### src/rtl/alarm_bank_ctrl.sv
// alarm_bank_ctrl: N-entry alarm time bank with per-entry arm bits, minute-tick matching and a ring/snooze FSM.
// Optional build macro ALARM_ONESHOT_EN: dismissal or ring timeout also disarms the triggering entry.
module alarm_bank_ctrl #(
    parameter int N          = 7,
    parameter int W          = 13,
    parameter int AW         = 3,
    parameter int SNOOZE_MIN = 9,
    parameter int RING_MAX   = 5
) (
    input  logic          Clk,
    input  logic          Clr,
    input  logic          wr_en,
    input  logic [AW-1:0] wr_addr,
    input  logic [W-1:0]  wr_data,
    input  logic          arm_set,
    input  logic          arm_clr,
    input  logic [AW-1:0] rd_addr,
    output logic [W-1:0]  rd_data,
    output logic [N-1:0]  armed,
    input  logic [AW-1:0] day,
    input  logic [W-1:0]  now,
    input  logic          tick,
    input  logic          ack,
    input  logic          snooze,
    output logic          ring,
    output logic          snoozing,
    output logic [AW-1:0] ring_day
);

    if (N < 1 || (2 ** AW) < N || W < 1 || SNOOZE_MIN < 1 || SNOOZE_MIN > 255 ||
        RING_MAX < 1 || RING_MAX > 255) begin : g_bad_params
        $error("alarm_bank_ctrl: parameter out of range");
    end

    localparam logic [AW:0] N_L       = (AW + 1)'(N);
    localparam logic [7:0]  RING_LAST = 8'(RING_MAX - 1);
    localparam logic [7:0]  SNZ_INIT  = 8'(SNOOZE_MIN);

    typedef enum logic [1:0] {IDLE, RING, SNOOZE} state_t;

    state_t         state;
    logic [W-1:0]   entries [N];
    logic [7:0]     ring_cnt;
    logic [7:0]     snz_cnt;
    logic           wr_ok;
    logic           rd_ok;
    logic           day_ok;
    logic           match;

    assign wr_ok  = {1'b0, wr_addr} < N_L;
    assign rd_ok  = {1'b0, rd_addr} < N_L;
    assign day_ok = {1'b0, day} < N_L;

    // A match looks at the entry contents before this edge, so a same-cycle write is not seen.
    always_comb begin
        match = 1'b0;
        if (tick && day_ok && armed[day] && entries[day] == now)
            match = 1'b1;
    end

    always_ff @(posedge Clk or negedge Clr) begin
        if (!Clr) begin
            for (int i = 0; i < N; i++)
                entries[i] <= '0;
            rd_data <= '0;
        end else begin
            if (wr_en && wr_ok)
                entries[wr_addr] <= wr_data;
            rd_data <= rd_ok ? entries[rd_addr] : '0;
        end
    end

`ifdef ALARM_ONESHOT_EN
    logic oneshot_clr;

    // Any dismissal (ack or unanswered timeout) retires a one-shot alarm.
    always_comb begin
        oneshot_clr = 1'b0;
        if (state == RING && (ack || (!snooze && tick && ring_cnt == RING_LAST)))
            oneshot_clr = 1'b1;
        if (state == SNOOZE && ack)
            oneshot_clr = 1'b1;
    end
`endif

    always_ff @(posedge Clk or negedge Clr) begin
        if (!Clr) begin
            armed <= '0;
        end else begin
            if (wr_ok) begin
                if (arm_clr)
                    armed[wr_addr] <= 1'b0;
                else if (arm_set)
                    armed[wr_addr] <= 1'b1;
            end
`ifdef ALARM_ONESHOT_EN
            if (oneshot_clr)
                armed[ring_day] <= 1'b0;
`endif
        end
    end

    // Losing the arm bit of the ringing entry cancels the alarm on the following edge.
    always_ff @(posedge Clk or negedge Clr) begin
        if (!Clr) begin
            state    <= IDLE;
            ring     <= 1'b0;
            snoozing <= 1'b0;
            ring_day <= '0;
            ring_cnt <= '0;
            snz_cnt  <= '0;
        end else begin
            case (state)
                IDLE: begin
                    if (match) begin
                        state    <= RING;
                        ring     <= 1'b1;
                        ring_day <= day;
                        ring_cnt <= '0;
                    end
                end
                RING: begin
                    if (ack || !armed[ring_day]) begin
                        state <= IDLE;
                        ring  <= 1'b0;
                    end else if (snooze) begin
                        state    <= SNOOZE;
                        ring     <= 1'b0;
                        snoozing <= 1'b1;
                        snz_cnt  <= SNZ_INIT;
                    end else if (tick) begin
                        if (ring_cnt == RING_LAST) begin
                            state <= IDLE;
                            ring  <= 1'b0;
                        end else begin
                            ring_cnt <= ring_cnt + 8'd1;
                        end
                    end
                end
                SNOOZE: begin
                    if (ack || !armed[ring_day]) begin
                        state    <= IDLE;
                        snoozing <= 1'b0;
                    end else if (tick) begin
                        if (snz_cnt == 8'd1) begin
                            state    <= RING;
                            ring     <= 1'b1;
                            snoozing <= 1'b0;
                            ring_cnt <= '0;
                        end else begin
                            snz_cnt <= snz_cnt - 8'd1;
                        end
                    end
                end
                default: begin
                    state    <= IDLE;
                    ring     <= 1'b0;
                    snoozing <= 1'b0;
                end
            endcase
        end
    end

endmodule
### config.mk
export PLATFORM = sky130hd
export DESIGN_NAME = alarm_bank_ctrl
export DESIGN_NICKNAME = d
export VERILOG_FILES = /design/src/rtl/alarm_bank_ctrl.sv
export SDC_FILE = /design/constraint.sdc
export NUM_CORES = 1
export LEC_CHECK = 0
export BUFFER_PORTS_ARGS = -buffer_cell sky130_fd_sc_hd__buf_2
export CAP_MARGIN = 20
export CORE_MARGIN = 4
export CORE_UTILIZATION = 40
export CTS_BUF_LIST = sky130_fd_sc_hd__clkbuf_4 sky130_fd_sc_hd__clkbuf_8 sky130_fd_sc_hd__clkbuf_16
export DETAILED_ROUTE_END_ITERATION = 8
export SLEW_MARGIN = 25
export SYNTH_ARGS = -nofsm -noshare
export SYNTH_HDL_FRONTEND = slang
export SYNTH_SLANG_ARGS = --single-unit
### constraint.sdc
create_clock -name Clk -period 5.5 [get_ports Clk]
set_input_delay 1.1 -clock Clk [delete_from_list [all_inputs] [get_ports Clk]]
set_output_delay 1.1 -clock Clk [all_outputs]
set_load 0.02 [all_outputs]
---- Word-level counts from Yosys, hierarchy flattened ----
Cells that the tools add are included.
W data, S select, Z words.
operators by class
  add/sub/neg operators ................... 2
  multiply operators ...................... 0
  div/mod/pow operators ................... 0
  $lt $le $gt $ge ......................... 11
  equality and inequality tests ........... 19
  shifts and indexed selects .............. 0
  multiplexer cells ....................... 58
  bitwise operators ....................... 7
  reduce and logical (&&, ||, !) cells .... 19
operators with widths
  kind                   number
  $mux W8                13
  $bwmux W91             1
  $bmux W13 S3           2
  $mux W13               6
  $demux W13 S3          1
  $pmux W8 S3            1
  $ne A2 B2 Y1 const B   10
  $mux W1                17
  $mux W2                8
  $pmux W8 S2            1
  $mux W7                2
  $eq A13 B13 Y1         1
  $ge A4 B4 Y1 const B   3
  $lt A3 B4 Y1 const B   3
  $not A3 Y4             3
  $reduce_and A6 Y1      2
  $reduce_and A5 Y1      2
  $lt A3 B3 Y1 const B   3
  $reduce_and A9 Y1      1
  $add A8 B1 Y8 const B  1
  $eq A8 B1 Y1 const B   1
  $eq A8 B3 Y1 const B   1
  $ne A4 B4 Y1 const B   2
  $sub A8 B1 Y8 const B  1
  other kinds (20)       30
storage, ports and cells
  register bits after elaboration ......... 134
  latch bits .............................. 0
  RAM bits ................................ 0
  memory bits (read-only) ................. 0
  input bits .............................. 43
  output and inout port bits .............. 25
  word-level logic and storage cells ...... 131
  memories kept ........................... 0

---- Longest topological paths before layout ----
  word-level depth ........................ 9
  depth in mapped cells ................... 10
  gate-level depth less buffers ........... 9

---- Worst setup path before layout ----
No wires, ideal clock.
  path type ............................... input to register
  start ................................... in day[2]
  end ..................................... reg ring_cnt[0]
  setup time .............................. 0.145 ns
  data arrival time ....................... 3.230 ns
  data required time ...................... 5.355 ns
  path slack .............................. 2.125 ns
  stages .................................. 8
  path buffers ............................ 1
  cells stage by stage .................... buf_4 -> and3b_1 -> o2bb2ai_1 -> or3_1 -> a22o_1 -> or4_4 -> o41ai_4 -> mux2i_1
on the way
  cells in the longest elaborated chain, start to end .. 9
  elaborated cells between the ends (all ways) .. 14
  those cells by class .................... order compare: 1; eq/ne: 2; mux: 6; bitwise: 1; reduce/logical: 4
ends and longest elaborated chain
  item                                          RTL line  source
  start: declaration                            20        input logic [AW-1:0] day,
  $not A3 Y4 (not written as such)              57        if (tick && day_ok && armed[day] && entries[day] == now)
  $bmux W13 S3                                  57
  $mux W13 (not written as such) (2 in series)  57
  $eq A13 B13 Y1                                57
  $logic_and A1 B1 Y1 (*)                       57
  $mux W1 (*)                                   57
  $ne A2 B2 Y1 (no source line) (*)             -
  $reduce_and A9 Y1 (no source line) (*)        -
  end signal: assignment                        136       ring_cnt <= ring_cnt + 8'd1;
  end: declaration                              43        logic [7:0] ring_cnt;
Mark *: on every way between the ends. The rest lies on a longest branch, timed or not. The select of a mux whose other input is x is not followed.
A chain may end at the register's enable or synchronous reset.

---- Final worst setup path ----
  start ................................... in day[0]
  end ..................................... reg ring_cnt[0]
Same word-level chain as after synthesis.

==> results.toml <==
[finish]
postLayoutCoreUtil = 0.478
multi_input_area_um2 = 3460
syn2layout_area_growth_pct = 17.2
regArea_um2 = 3350
drive_above_1_share = 0.345
diodes = 0
fillerInstances = 1511
num-nets-final = 685

[yosys]
muxShareOfSynthArea = 0.286
synth_nets = 626
synth_area_leaders = "dfrtp_1 48%, mux2_2 15%, mux2i_1 7.4%"
synth_cell_types = 54
synth_xor_area_frac = 0.0150
yosys.area_share.simple = 0.0933
synth_top_area_cell = "dfrtp_1"
synth-compound-area-share = 0.0898
avgSynthCellArea_um2 = 12.1
synth_edf_count = 0
synth_seq_area_share = 0.477
synth-seq-cells = 134
netlist.area_leader.share = 0.477
synth_top_family_by_area = "multiplexers"
synthFlopType = "dfrtp_1"
synth_area_um2 = 7030
synth_adder_area_share = 0.00712
async_reset_ff_frac = 1.00
synthTopCellsByCount = "134 x dfrtp_1, 96 x mux2_2, 52 x mux2i_1"
synth_cells = 579
synth_warnings = 0
yosysMostFrequentCell = "dfrtp_1"

[global_route]
grt_max_degree = 99
grt_antenna_before_repair = 1
grt_pass1_vias = 5217
overflow = 0
grtUsageTotal = 0.187
grt_pass1_wl_um = 28600

[cts]
clk_latency_ns = 0.42
ctsResizeCount = 0
htree_levels = 4
tritoncts = "done"
cts-buffers-inserted = 17
hold_buffers = 0
clockRootBuffer = "clkbuf_16"
clk_pin_slew_worst_paths_ns = 0.05
cts_sinks = 134
clock_path_buffers = 2
cts_setup_buffers = 0

[die]
fp.dieW_um = 141
core_um2 = 17200
die_y_um = 141
ioPinCount = 68
row_count = 48
start_util = 0.408
die_area_um2 = 19700

[status]
status = "finished clean"

[setup_path]
path_depth = 9
crit_type = "in2reg"
crit_path_cell_trace = "buf_2, buf_4, mux2i_1, o22ai_1, or3_1, a21o_1, or4_4, o41ai_4, mux2i_1"
cp_slowest_stage_delay_ns = 0.60
cpMostUsedCell = "mux2i_1"
endpoint_kind = "register"
cp.buffers_inverters = 2
cp_data_arrival_time_ns = 3.98
cp_top_family = "compound AO/OA/AOI/OAI gates"
r2r_cells = 7
cp_slowest_cell = "o41ai_4"
cp-start-kind = "primary input"
worstPathMaxFanout = 23
cp.required_ns = 5.77

[timing]
finalSetupTns_ns = 0
max_freq_ghz = 0.269
tightest_slew_ns = 0.997
worst_clock_skew_ns = 0.0117
drv_slew = 0
post-route-min-period_ns = 3.71
hold_viol = 0
finalCritPeriodShare = 0.675
grt_setup_unrepaired = "no"
worst_slew_margin_rel = 0.333
finalSetupViolCount = 0

[drt]
vias = 4974
dr.pass1.iters = 4
drt_iter0_drc = 210
wirelength_um = 17800
via_per_inst = 5.68
ant_nets = 0
drc = 0
wl_per_cell_um = 20.4

[placement]
io_buffers = 67
dpl.hpwl_um = 11900
place_congestion = 0.814

[pwr]
power.leakage_uw = 0.00370
powerDensity_nw_per_um2 = 390
peakVddDrop_v = 0.000251

[min_path]
hp-class = "reg2reg"
whs_path_depth = 2

[job]
drv_cap = 0
[metrics by stage]
stage	power, µW	hold WS, ns	instance area [µm²]	std cells	worst slack, ns
after floorplan	1690	0.490	7030	579	2.13
after global placement	1870	0.455	7530	843	1.43
after detailed placement	1900	0.469	7540	844	1.39
after CTS	3240	0.507	8230	875	1.82
after global routing	3360	0.539	8230	875	1.59
final	3210	0.497	8230	875	1.79
[state kept, by name, summed over array words and instances, names as in the netlist, named ones only]
register / cells
rd_data: 13
ring_cnt: 8
entries: 91
ring_day: 3
snoozing: 1
ring: 1
snz_cnt: 8
state: 2
[path summary, 6_finish.rpt]
kind                                    startpoint                       to  slack, ns
setup / recovery                            day[0]  ring_cnt[0]$_DFFE_PN0P_       1.79
hold / removal                snoozing$_DFFE_PN0P_     snoozing$_DFFE_PN0P_       0.50
setup reg to reg           entries[69]$_DFFE_PN0P_  ring_cnt[0]$_DFFE_PN0P_       2.70
hold reg to reg               snoozing$_DFFE_PN0P_     snoozing$_DFFE_PN0P_       0.50
max in group asynchronous                      Clr  entries[24]$_DFFE_PN0P_       3.70
min in group asynchronous                      Clr                async pin       0.78
[cell usage in the layout, fill, tap and decap left out, types with 6 or more instances in the layout]
cell type  instances
a31oi_1           12
clkbuf_16         17
bufinv_16          7
nor2_1            41
buf_2             66
a21oi_1           37
mux4_2            17
nand3_1           12
dfrtp_1          134
mux2i_1           52
or3_1              6
mux2_2            96
nand2_1           12
o2bb2ai_1          8
nor3_1             8
xor2_1             8
o22ai_1           10
inv_1             13
nor2b_1           10
[kinds of logic after synthesis]
family,count (synthesis)
simple gates,120
fa+ha+maj,4
flops,134
compound gates,97
xor+xnor,12
buf+inv,46
mux,166
[tightest hold or removal path: cells and delay by family (launching register included)]
kind	cells	cell delay (ns)
simple gates	2	0.12
flops	1	0.34
[area by class of cell]
| class | count | area share |
|---|---|---|
| tap | 225 | 0.0342 |
| sequential | 134 | 0.407 |
| timing repair buffer | 73 | 0.0474 |
| clock inverter | 12 | 0.0302 |
| multi-input combinational | 399 | 0.421 |
| clock buffer | 19 | 0.0543 |
| inverter | 13 | 0.00593 |
[routing by layer]
metal	part of all wire	GRT usage
met1	0.44	0.243
met2	0.51	0.318
met3	0.045	0.0399
met4	0.012	0.0479
met5	0.00067	0
[power breakdown]
part	switching (µW)	total (µW)	internal, µW
logic	270	566	295
registers	142	1310	1170
clock network	424	1340	912
Note: power is estimated with default switching activity, not from simulation.
